--- src/rtl/counter_sequencer_if.sv ---
// Bundle between a job requester / counter datapath and counter_sequencer.
// The slave side is the sequencer; the master side is the requester plus the counter feedback.
interface counter_sequencer_if #(
    parameter int unsigned WIDTH = 8
);
    logic             start;
    logic [WIDTH-1:0] target;
    logic             pause;
    logic             abort;
    logic [WIDTH-1:0] cnt_value;
    logic             cnt_en;
    logic             cnt_clr;
    logic             busy;
    logic             done;
    logic             aborted;

    modport master (
        output start,
        output target,
        output pause,
        output abort,
        output cnt_value,
        input  cnt_en,
        input  cnt_clr,
        input  busy,
        input  done,
        input  aborted
    );

    modport slave (
        input  start,
        input  target,
        input  pause,
        input  abort,
        input  cnt_value,
        output cnt_en,
        output cnt_clr,
        output busy,
        output done,
        output aborted
    );
endinterface

--- src/rtl/counter_sequencer.sv ---
// Job controller for an external counter: clear it, then enable it for exactly
// the latched target number of cycles, with pause, abort and a start/done handshake.
module counter_sequencer #(
    parameter int unsigned WIDTH = 8
) (
    input  logic               i_clk,
    input  logic               i_rst_n,
    counter_sequencer_if.slave io_bus
);

    typedef enum logic [1:0] {
        StIdle,
        StClear,
        StRun,
        StDone
    } state_e;

    state_e           r_state;
    state_e           w_state_next;
    logic [WIDTH-1:0] r_target;
    logic [WIDTH-1:0] w_target_next;
    logic             r_aborted;
    logic             w_aborted_next;
    logic             w_cnt_en;
    logic             w_last;

    // Terminal compare: the enabled cycle where the counter reads target-1 brings it to target.
    assign w_last = (io_bus.cnt_value == (r_target - WIDTH'(1)));

    always_ff @(posedge i_clk or negedge i_rst_n) begin
        if (!i_rst_n) begin
            r_state   <= StIdle;
            r_target  <= '0;
            r_aborted <= 1'b0;
        end else begin
            r_state   <= w_state_next;
            r_target  <= w_target_next;
            r_aborted <= w_aborted_next;
        end
    end

    always_comb begin
        w_state_next   = r_state;
        w_target_next  = r_target;
        w_aborted_next = 1'b0;
        w_cnt_en       = 1'b0;
        unique case (r_state)
            StIdle: begin
                // A simultaneous abort is ignored here, so start always wins.
                if (io_bus.start) begin
                    w_target_next = io_bus.target;
                    w_state_next  = (io_bus.target == '0) ? StDone : StClear;
                end
            end
            StClear: begin
                if (io_bus.abort) begin
                    w_state_next   = StIdle;
                    w_aborted_next = 1'b1;
                end else begin
                    w_state_next = StRun;
                end
            end
            StRun: begin
                w_cnt_en = !io_bus.pause && !io_bus.abort;
                if (io_bus.abort) begin
                    w_state_next   = StIdle;
                    w_aborted_next = 1'b1;
                end else if (w_cnt_en && w_last) begin
                    w_state_next = StDone;
                end
            end
            StDone: begin
                w_state_next = StIdle;
            end
            default: begin
                w_state_next = StIdle;
            end
        endcase
    end

    assign io_bus.cnt_en  = w_cnt_en;
    assign io_bus.cnt_clr = (r_state == StClear);
    assign io_bus.busy    = (r_state == StClear) || (r_state == StRun);
    assign io_bus.done    = (r_state == StDone);
    assign io_bus.aborted = r_aborted;

endmodule

--- src/flat_wrapper.sv ---
// flat-port wrapper written by rule: the top's interface ports become plain ports
module counter_sequencer_flat 
#(
    parameter int unsigned WIDTH = 8
)
  (i_clk, i_rst_n, io_bus_start, io_bus_target, io_bus_pause, io_bus_abort, io_bus_cnt_value, io_bus_cnt_en, io_bus_cnt_clr, io_bus_busy, io_bus_done, io_bus_aborted);
  counter_sequencer_if #(.WIDTH(WIDTH)) io_bus_i ();
  input  logic i_clk;
  input  logic i_rst_n;
  input wire logic [$bits(io_bus_i.start)-1:0] io_bus_start;
  input wire logic [$bits(io_bus_i.target)-1:0] io_bus_target;
  input wire logic [$bits(io_bus_i.pause)-1:0] io_bus_pause;
  input wire logic [$bits(io_bus_i.abort)-1:0] io_bus_abort;
  input wire logic [$bits(io_bus_i.cnt_value)-1:0] io_bus_cnt_value;
  output wire logic [$bits(io_bus_i.cnt_en)-1:0] io_bus_cnt_en;
  output wire logic [$bits(io_bus_i.cnt_clr)-1:0] io_bus_cnt_clr;
  output wire logic [$bits(io_bus_i.busy)-1:0] io_bus_busy;
  output wire logic [$bits(io_bus_i.done)-1:0] io_bus_done;
  output wire logic [$bits(io_bus_i.aborted)-1:0] io_bus_aborted;
  assign io_bus_i.start = io_bus_start;
  assign io_bus_i.target = io_bus_target;
  assign io_bus_i.pause = io_bus_pause;
  assign io_bus_i.abort = io_bus_abort;
  assign io_bus_i.cnt_value = io_bus_cnt_value;
  assign io_bus_cnt_en = io_bus_i.cnt_en;
  assign io_bus_cnt_clr = io_bus_i.cnt_clr;
  assign io_bus_busy = io_bus_i.busy;
  assign io_bus_done = io_bus_i.done;
  assign io_bus_aborted = io_bus_i.aborted;
  counter_sequencer #(.WIDTH(WIDTH)) u_core (.i_clk(i_clk), .i_rst_n(i_rst_n), .io_bus(io_bus_i));
endmodule
--- config.mk ---
export PLATFORM = sky130hd
export DESIGN_NAME = counter_sequencer_flat
export DESIGN_NICKNAME = d
export VERILOG_FILES = /design/src/rtl/counter_sequencer_if.sv /design/src/rtl/counter_sequencer.sv /design/src/flat_wrapper.sv
export SDC_FILE = /design/constraint.sdc
export NUM_CORES = 1
export LEC_CHECK = 0
export ABC_CLOCK_PERIOD_IN_PS = 2400
export CAP_MARGIN = 10
export CORE_MARGIN = 3
export CORE_UTILIZATION = 45
export CTS_CLUSTER_SIZE = 28
export DETAILED_ROUTE_END_ITERATION = 8
export PLACE_DENSITY = 0.84
export SLEW_MARGIN = 20
export SYNTH_ARGS = -nofsm -noshare
export SYNTH_HDL_FRONTEND = slang
export SYNTH_SLANG_ARGS = --single-unit
--- constraint.sdc ---
create_clock -name i_clk -period 2.4 [get_ports i_clk]
set_input_delay 0.24 -clock i_clk [delete_from_list [all_inputs] [get_ports i_clk]]
set_output_delay 0.24 -clock i_clk [all_outputs]
set_load 0.01 [all_outputs]
After elaboration in Yosys (flattened, before gate mapping):

Cells that the tools add are included.

* $add $sub $neg: 1
* multipliers: 0
* divide/modulo/power cells: 0
* order comparisons: 0
* equal/unequal tests: 6
* shifts and indexed selects: 0
* multiplexer cells: 9
* bitwise gates (word level): 0
* reductions and logical operators: 10

Operator list (count)
* $mux W2: 5
* $eq A8 B8 Y1: 1
* $logic_not A8 Y1: 1
* $pmux W2 S4: 1
* $sub A8 B1 Y8 const B: 1
* $eq A2 B2 Y1 const B: 2
* $reduce_and A2 Y1: 2
* $mux W1: 3
* $ne A3 B2 Y1 const B: 1
* $eq A2 B1 Y1 const B: 1
* $logic_and A1 B1 Y1: 2
* $logic_not A1 Y1: 2
* $logic_not A2 Y1: 1
* $ne A2 B2 Y1 const B: 1
* $reduce_or A2 Y1: 1
* $logic_or A1 B1 Y1: 1

* register bits after elaboration: 11
* latch bits: 0
* memory bits (writable): 0
* ROM bits: 0
* input port bits: 21
* output and inout port bits: 5
* word-level logic and storage cells: 29
* memories kept: 0

Logic depth before layout (Yosys ltp):

* depth after elaboration: 6
* gate-level depth with buffers: 7
* gate-level depth less buffers: 7

Worst setup path before layout:

No wires, ideal clock.

* path kind: reg2reg
* from: reg u_core.r_target[0]
* to: reg u_core.r_state[1]
* setup time: 0.082 ns
* data arrival time: 1.639 ns
* data required time: 2.318 ns
* slack: 0.679 ns
* stages on the path, launching flop included: 8
* buffers on the path: 0
* clock period less this slack: 1.721 ns
* cell sequence: dfrtp_1 > inv_1 > ha_1 > a21oi_1 > a311o_1 > a2111oi_4 > o21ai_1 > a22oi_2

* word-level cells in the longest chain between the ends: 5

RTL lines
* start, declared: line counter_sequencer.sv:20 `logic [WIDTH-1:0] r_target;`
* start signal, assigned: line counter_sequencer.sv:37 `r_target <= w_target_next;`
* $sub A8 B1 Y8: line counter_sequencer.sv:28 `assign w_last = (io_bus.cnt_value == (r_target - WIDTH'(1)));`
* $eq A8 B8 Y1: line counter_sequencer.sv:28
* $logic_and A1 B1 Y1: line counter_sequencer.sv:68 `end else if (w_cnt_en && w_last) begin`
* $ne A3 B2 Y1 (no source line)
* $reduce_and A2 Y1 (no source line)
* end signal, assigned: line counter_sequencer.sv:32 `r_state <= StIdle;`
* end signal, assigned: line counter_sequencer.sv:36 `r_state <= w_state_next;`
* end, declared: line counter_sequencer.sv:18 `state_e r_state;`

No other way between the ends.
A chain may end at the register's enable or synchronous reset.

Worst setup path after layout:

* from: reg u_core.r_state[0]
* to: out io_bus_cnt_en

* word-level cells in the longest chain between the ends: 2

RTL lines
* $eq A2 B2 Y1: line counter_sequencer.sv:47 `unique case (r_state)`
* $mux W1: line counter_sequencer.sv:47
* end, declared: line flat_wrapper.sv:15 `output wire logic [$bits(io_bus_i.cnt_en)-1:0] io_bus_cnt_en;`

No other way between the ends.

==> results_dict.tcl <==
set metrics [dict create \
    status "finished clean" \
    areaGrowthSynthToFinish_pct 36.73 \
    vias_per_cell 5.272 \
    fin_nets 140 \
    avgRoutedWirePerCell_um 12.90 \
    grt_max_degree 12 \
    start_util_pct 51.23 \
    critical_path_class "register to primary output" \
    place_area_sq_mm 0.001115 \
    path_clk_slew_ps 70 \
    crit_slowest_cell "clkdlybuf4s50_1" \
    setup_viol 0 \
    dieArea_sq_mm 0.002407 \
    h-tree-depth 1 \
    max_freq_mhz 523.8 \
    place_ws_ps 356.6 \
    finalWorstSetupSlack_ps 491.0 \
    stdcell_area_sq_mm 0.001141 \
    clock_path_buffers 2 \
    power_uw 1251 \
    start_kind "register" \
    ctsResizeCount 0 \
    die_x_um 49.07 \
    fill_cells 137 \
    drive_gt1_share_pct 13.39 \
    rr_endpoint "u_core.r_state[1]$_DFFE_PN0P_" \
    yosys_warnings 0 \
    worst-path-buf-inv 2 \
    finalWirelength_mm 1.755 \
    grt_pass1_wl_mm 3.187 \
    ys_seq_area_share_pct 32.98 \
    syn_area_sq_um 834.6 \
    cts_tree "built" \
    grt_pass1_vias 740 \
    reg2reg_slack_ps 500 \
    critPathMaxFanout 4 \
    cts_buffers 3 \
    avgSynthCellArea_sq_um 10.05 \
    via_count 717 \
    crit_family "buffers and inverters" \
    endpoint_kind "primary output" \
    reg2regPathDepth 7 \
    core_sq_mm 0.001629 \
    grtUsageTotal_pct 17.33 \
    cp_data_arrival_time_ps 1670 \
    place_hpwl_mm 1.467 \
    pin_count 26 \
    critPathMaxStageDelay_ps 530 \
    clock_latency_ps 270 \
    dr.pass1.iters 3 \
    finalCriticalPeriod_ps 1909 \
    postCtsHoldBufs 0 \
    grt-ovfl-total 0 \
    whs_ps 304.4 \
    drc 0 \
    die_h_um 49.07 \
    maxCapViolations 0 \
    rows 14 \
    root_buffer "clkbuf_4" \
    cts_setup_buffers 0 \
    io_buffer_count 25 \
    crit_path_cell_trace "inv_1 -> ha_1 -> and2_1 -> clkdlybuf4s50_1" \
    drt_iter0_markers 5 \
    rsz0062_at_grt "false" \
    syn-instance-count 83 \
    fin_skew_ps 1.997 \
    place.gp.congestion 0.7415 \
    clock-sinks 11 \
    cellPowerDensity_mw_per_mm2 1097 \
    regToRegStartpoint "u_core.r_target[0]$_DFFE_PN0P_" \
    vdd_drop_max_uv 690.9 \
    timing.final.crit_share_pct 79.54 \
    slew_violations 0 \
    tightest_slew_ps 505.7 \
    synth_fp_nets 110 \
    ant_nets 0 \
    hp-class "primary input to async pin" \
    slew_headroom_pct 65.99 \
    antenna_found_initial 0 \
    diodes 0 \
    setup_tns_ps 0 \
    cp_data_required_time_ps 2160 \
    leakage_uw 0.0004543 \
    crit_start "u_core.r_state[0]$_DFFE_PN0P_" \
    ys_types 29 \
    synth-seq-cells 11 \
    hold_violations 0 \
]
area by class of cell:
class / count / area (sq um) / area share, %
inverters: 5 / 18.77 / 1.645
well taps: 24 / 30.03 / 2.632
multi-input cells: 67 / 540.5 / 47.37
clock buffers: 4 / 26.28 / 2.303
flip-flops and latches: 11 / 275.3 / 24.12
repair buffers: 25 / 250.2 / 21.93
worst reg2reg max path, cell delays in order (launching register included):
cell       delay, ps
dfrtp_1          420
inv_1             70
ha_1             270
a21oi_1           70
a311o_1          360
a2111oi_4        300
o21ai_1          160
a22oi_2          180
worst max path at each step:
stage                                    endpoint  slack (ps)  cells after the start
global placement    u_core.r_state[1]$_DFFE_PN0P_         410                      7
detailed placement  u_core.r_state[1]$_DFFE_PN0P_         360                      7
finish                              io_bus_cnt_en         490                      4
global route        u_core.r_state[1]$_DFFE_PN0P_         370                      7
CTS                                 io_bus_cnt_en         480                      4
floorplan           u_core.r_state[1]$_DFFE_PN0P_         680                      7
sequential cells by signal (all words and copies together), names as in the netlist:
signal	flops
u_core.r_state	2
u_core.r_target	8
u_core.io_bus.aborted	1
Yosys cell counts:
master	count	area share (%)
or4_1	1	0.90
xor2_1	5	5.2
o21ai_1	1	0.60
nor4_1	4	3.0
nor3_1	1	0.60
a311o_1	1	1.2
or2_1	2	1.5
xnor2_1	4	4.2
o31ai_1	1	0.90
a22oi_2	1	1.5
and2_1	3	2.2
a21oi_1	4	2.4
nand2b_1	3	2.2
a31oi_1	1	0.75
nand3b_1	1	0.90
o31a_1	1	1.0
inv_1	5	2.2
or2_4	1	1.0
nor2_1	7	3.1
nand2_1	2	0.90
a2111oi_4	1	3.3
dfrtp_1	11	33
mux2_2	8	11
a21boi_0	1	0.90
nor2b_1	3	2.2
nor4_2	1	1.5
ha_1	6	9.0
nor4bb_1	1	1.2
nand4_1	2	1.5
logic make-up after synthesis:
group	count (synthesis)	share of synthesized area (%)
fa+ha+maj	6	8.995
mux	8	10.80
simple gates	32	22.94
compound gates	12	12.59
flops	11	32.98
xor+xnor	9	9.445
buf+inv	5	2.249
cells in the final DEF (no fill, tap or decap), types with 2 or more instances in the layout:
master / instances
nor4_1: 4
or2_1: 2
nand4_1: 2
clkdlybuf4s50_1: 25
xnor2_1: 4
nor2_1: 7
dfrtp_1: 11
and2_1: 3
nor2b_1: 3
nand2_1: 2
clkbuf_4: 3
nand2b_1: 3
xor2_1: 5
mux2_2: 8
a21oi_1: 4
ha_1: 6
inv_1: 5
power by group:
part / leakage, uW / switching [uW] / internal, uW / total [uW]
clock: 0.0000150 / 62.5 / 64.3 / 127
sequential: 0.000131 / 119 / 280 / 399
combinational: 0.000308 / 332 / 393 / 726
stage by stage:
step                      util [%]  cells
after floorplan                  -     83
after global placement       68.43    132
after detailed placement     68.43    132
after CTS                    70.05    136
after global routing         70.05    136
final                        70.05    136
per-layer routing:
metal | part of all wire, % | GRT usage [%]
met1 | 45 | 19.85
met2 | 49 | 30.13
met3 | 3.0 | 2.752
met4 | 2.4 | 9.953
met5 | 0 | 0
Power figures use the tool's default switching activity.
==> RTL change 1: new RTL, config.mk and constraints unchanged <==
Reset style: synchronous (`i_rst_n`), changed in one clocked block.
--- a/src/rtl/counter_sequencer.sv
+++ b/src/rtl/counter_sequencer.sv
@@ -27,7 +27,7 @@
     // Terminal compare: the enabled cycle where the counter reads target-1 brings it to target.
     assign w_last = (io_bus.cnt_value == (r_target - WIDTH'(1)));
 
-    always_ff @(posedge i_clk or negedge i_rst_n) begin
+    always_ff @(posedge i_clk) begin
         if (!i_rst_n) begin
             r_state   <= StIdle;
             r_target  <= '0;
Behaviour: differs if i_rst_n is asserted again (counterexample within 4 cycles, from zero or initial values and one cycle with i_rst_n low); with i_rst_n held inactive, the same outputs for 10 cycles.
==> RTL change 1 against the unedited design <==
- sequential cell count is the same
- cell area shrank 4.6%
- non-clock buffer count up 1
- worst setup slack lost 0.13 ns
- synthesized area shrank 4.6%
- core utilization shrank 1.0 points
- wire length up 12%
Power is not compared: it rests on default switching activity, and its combinational part moved more than twofold at a synthesized area within 25%.
==> RTL change 1: results (changes against the unedited design) <==
relative max-transition margin 72.5% (was 66.0%); layout cell share with drive strength beyond 1 5.65% (was 13.4%); Iteration-0 DRC Markers 12 (was 5); multiplexer share of the synthesized area 1.26% (was 10.8%); Synth Area in Adders 9.43% (was 9.00%); outcome completed (unchanged); Avg WL per Cell 14.0 um (was 12.9 um); total number of vias 801 (was 717); Area contributors post-synth dfxtp_1, ha_1, a21boi_0, nand3_1, xnor2_1 (was dfrtp_1, mux2_2, ha_1, xor2_1, xnor2_1); post-synthesis compound-gate area fraction 18.6% (was 12.6%); final WL 1960 um (was 1760 um); Post-synth ARST share 0% (was 100%); Synth Area in XOR/XNOR 11.0% (was 9.45%); dominant synthesized flop cell dfxtp_1 (was dfrtp_1); CP arrival 2.24 ns (was 1.67 ns); Fillers 144 (was 137); pre-CTS setup slack 0.361 ns (was 0.357 ns); CP max FO 5 (was 4); first-pass GRT wire length 3060 um (was 3190 um); vias in the first global route 755 (was 740); Clock Skew 0.00485 ns (was 0.00200 ns); GPL Wtd Cong 0.844 (was 0.742); Nets 152 (was 140); post-CTS sizing 0 (unchanged); placed insts 136 (was 132); Net Count, Synth 124 (was 110); most frequent cells after synthesis nand2_1, dfxtp_1, nand3_1 (was dfrtp_1, mux2_2, nor2_1); syn_area_per_cell 8.20 um2 (was 10.1 um2); library cells used by synthesis 31 (was 29); Slowest Stage Delay on Critical Path 0.55 ns (was 0.53 ns); Placement Cell Area 0.00106 mm2 (was 0.00111 mm2); drt first pass iters 4 (was 3)
RTL change 1: cell types whose count changed after synthesis, sizes merged, moves of 3 or more:
cell / before / now
dfxtp: 0 / 11
mux2: 8 / 0
clkbuf: 0 / 3
nor4: 5 / 2
a21boi: 1 / 8
a21oi: 4 / 1
or2: 3 / 0
nand2: 2 / 13
dfrtp: 11 / 0
nand3: 0 / 11
RTL change 1: worst paths after layout:
| kind | start | endpoint | slack [ns] | cells past startpoint |
|---|---|---|---|---|
| max | u_core.r_target[0] | u_core.r_state[1] | 0.36 | 5 |
| min | u_core.r_target[7] | u_core.r_target[7] | 0.50 | 2 |
| max reg2reg | u_core.r_target[0] | u_core.r_state[1] | 0.36 | 5 |
| min reg2reg | u_core.r_target[7] | u_core.r_target[7] | 0.50 | 2 |
RTL change 1: power by group:
group | internal [mW] | switching [mW] | leakage, nW
Sequential | 0.208 | 0.0335 | 0.0903
Combinational | 0.160 | 0.148 | 0.313
Clock | 0.0642 | 0.0561 | 0.0150
Total | 0.432 | 0.238 | 0.419
RTL change 1: area by class of cell:
type	instances	area (um2)	area share, %
clock buffer	4	26.3	2.41
sequential	11	220	20.2
tap	16	20.0	1.84
inverter	4	15.0	1.38
multi-input combinational	79	549	50.5
timing repair buffer	26	258	23.7
RTL change 1: worst max-delay path, delay by kind of cell (launching register included):
| family | cells | cell delay (ns) |
|---|---|---|
| AO/OA/AOI/OAI | 2 | 0.55 |
| flip-flops | 1 | 0.35 |
| multiplexers | 1 | 0.22 |
| AND/OR/NAND/NOR | 2 | 0.84 |
RTL change 1: per-layer routing:
layer	up-vias	wire, um	GRT usage, %
li1	398	-	-
met1	362	859	21.5
met2	39	939	33.2
met3	2	151	4.51
met4	0	12	7.53
met5	-	0	0
==> RTL change 2: new RTL, same flow settings <==
Made on the original files. `WIDTH` is set to 8 in 3 places; all go to 6.
--- a/src/rtl/counter_sequencer_if.sv
+++ b/src/rtl/counter_sequencer_if.sv
@@ -1,7 +1,7 @@
 // Bundle between a job requester / counter datapath and counter_sequencer.
 // The slave side is the sequencer; the master side is the requester plus the counter feedback.
 interface counter_sequencer_if #(
-    parameter int unsigned WIDTH = 8
+    parameter int unsigned WIDTH = 6
 );
     logic             start;
     logic [WIDTH-1:0] target;
--- a/src/rtl/counter_sequencer.sv
+++ b/src/rtl/counter_sequencer.sv
@@ -1,7 +1,7 @@
 // Job controller for an external counter: clear it, then enable it for exactly
 // the latched target number of cycles, with pause, abort and a start/done handshake.
 module counter_sequencer #(
-    parameter int unsigned WIDTH = 8
+    parameter int unsigned WIDTH = 6
 ) (
     input  logic               i_clk,
     input  logic               i_rst_n,
--- a/src/flat_wrapper.sv
+++ b/src/flat_wrapper.sv
@@ -1,7 +1,7 @@
 // flat-port wrapper written by rule: the top's interface ports become plain ports
 module counter_sequencer_flat 
 #(
-    parameter int unsigned WIDTH = 8
+    parameter int unsigned WIDTH = 6
 )
   (i_clk, i_rst_n, io_bus_start, io_bus_target, io_bus_pause, io_bus_abort, io_bus_cnt_value, io_bus_cnt_en, io_bus_cnt_clr, io_bus_busy, io_bus_done, io_bus_aborted);
   counter_sequencer_if #(.WIDTH(WIDTH)) io_bus_i ();
Interface: changed (resized io_bus_cnt_value and io_bus_target); port bits go from 26 to 22. No check against the original RTL was run, so the function may have changed too.
==> RTL change 2 against the unedited design <==
- cell area down 21%
- sequential cell count down 2
- worst setup slack worse by 0.14 ns
- via count down 26%
- total power down 20%
- sequential power down 23%
- synthesized area down 23%
- sequential share of layout area up 0.98 points
- largest cell class unchanged
- global-route usage down 2.2 points
- wire length down 28%
- die area down 20%
- first-iteration DRC count up 20%
- critical path depth up 1
==> RTL change 2: results (changes against the unedited design) <==
outcome completed (unchanged); Slew @ Worst Pin 0.412 ns (was 0.506 ns); Clock Skew 0.00510 ns (was 0.00200 ns); Avg WL per Cell 13.0 um (was 12.9 um); Post-Syn Instances 59 (was 83); layout cell share with drive strength beyond 1 15.5% (was 13.4%); Fillers 101 (was 137); Net Count, Synth 82 (was 110); vias in the first global route 557 (was 740); HP Class in2async (unchanged); GPL Wtd Cong 0.732 (was 0.742); library cells used by synthesis 24 (was 29); clk_lat worst skew 0.26 ns; initial antenna violation count 0 (unchanged); Clock transition at path regs 0.07 ns (about the same); total track usage 15.2% (was 17.3%); Top reg by flops u_core.r_target (unchanged); Synthesis Warnings 0 (unchanged); Num CTS Buffers 3 (unchanged); Largest register FFs 6 (was 8); Area contributors post-synth dfrtp_1, xnor2_1, ha_1, mux2_2, nor4_4 (was dfrtp_1, mux2_2, ha_1, xor2_1, xnor2_1); CTS Buffer Depth 2 (unchanged); first-pass GRT wire length 2240 um (was 3190 um); drt first pass iters 4 (was 3); placed insts 94 (was 132); Max IR drop VDD 635 uV (was 691 uV); CP max FO 6 (was 4); sequential cell area fraction in the yosys report 35.1% (was 33.0%); Nets 108 (was 140); largest net degree at the start of global routing 10 (was 12); H-tree Lvls 1 (unchanged); total number of vias 531 (was 717); Iteration-0 DRC Markers 6 (was 5); Antenna Diode Count 0 (unchanged); Setup Fix Bufs, Post-CTS 0 (unchanged); CP arrival 1.81 ns (was 1.67 ns); port bufs 21 (was 25); CTS Root Cell clkbuf_4 (unchanged); final WL 1270 um (was 1760 um); post-CTS sizing 0 (unchanged); most frequent cells after synthesis dfrtp_1, xnor2_1, ha_1, mux2_2, inv_1 (was dfrtp_1, mux2_2, nor2_1); Leakage Power 0.374 nW (was 0.454 nW); Post-synth ARST share 100% (unchanged); HPWL Detailed 1090 um (was 1470 um)
## RTL change 2: path summary, 6_finish.rpt
path | start | depth (start not counted) | slack, ns | to
setup / recovery | u_core.r_state[0] | 5 | 0.35 | io_bus_cnt_en
hold / removal | i_rst_n | 1 | 0.27 | u_core.io_bus.aborted
setup reg to reg | u_core.r_target[0] | 7 | 0.41 | u_core.r_state[1]
hold reg to reg | u_core.r_target[5] | 1 | 0.53 | u_core.r_target[5]
max in group asynchronous | i_rst_n | 1 | 1.83 | u_core.r_target[2]
min in group i_clk | u_core.r_target[5] | 1 | 0.53 | u_core.r_target[5]
## RTL change 2: cell type report
class	count	area, um2	share of cell area [%]
Clock buffer	3	22.5	2.51
Clock inverter	1	5.00	0.558
Inverter	4	15.0	1.67
Multi-Input combinational cell	46	402	44.8
Sequential cell	9	225	25.1
Tap cell	14	17.5	1.95
Timing Repair Buffer	21	210	23.4
## RTL change 2: power breakdown
group / switching, mW / internal [mW]
Clock: 0.0561 / 0.0614
Sequential: 0.0766 / 0.229
Combinational: 0.259 / 0.318
## RTL change 2: kinds of logic (layout without fill, tap and decap cells)
group,Yosys count,after routing,synth area share (%)
AND/OR/NAND/NOR,18,18,19.9
XOR/XNOR,10,10,13.6
flip-flops,9,9,35.1
adder cells (fa/ha/maj),6,6,11.7
AO/OA/AOI/OAI,6,6,6.83
multiplexers,6,6,10.5
buffers and inverters,4,29,2.34
## RTL change 2: critical path, stage by stage (launching register included)
cell             delay [ns]
dfrtp_1                0.44
inv_1                  0.13
ha_1                   0.18
nand2b_1               0.14
nor2_1                 0.12
clkdlybuf4s50_1        0.54
## RTL change 2: metrics by stage
| stage | util (%) | instance area, um2 | setup slack (ns) |
|---|---|---|---|
| finish | 73.8 | 897 | 0.348 |
| global route | 73.8 | 897 | 0.227 |
| CTS | 73.8 | 897 | 0.350 |
| detailed placement | 71.5 | 870 | 0.383 |
| global placement | 71.5 | 870 | 0.415 |
| floorplan | - | 642 | 0.484 |
## RTL change 2: layer usage
layer	GRT usage, %	routed length (um)	vias to the layer above	part of all wire [%]
met5	0	0	-	0
li1	-	-	257	-
met4	3.01	0	0	0
met3	6.22	82	0	6.5
met1	17.7	574	255	45
met2	25.9	613	19	48
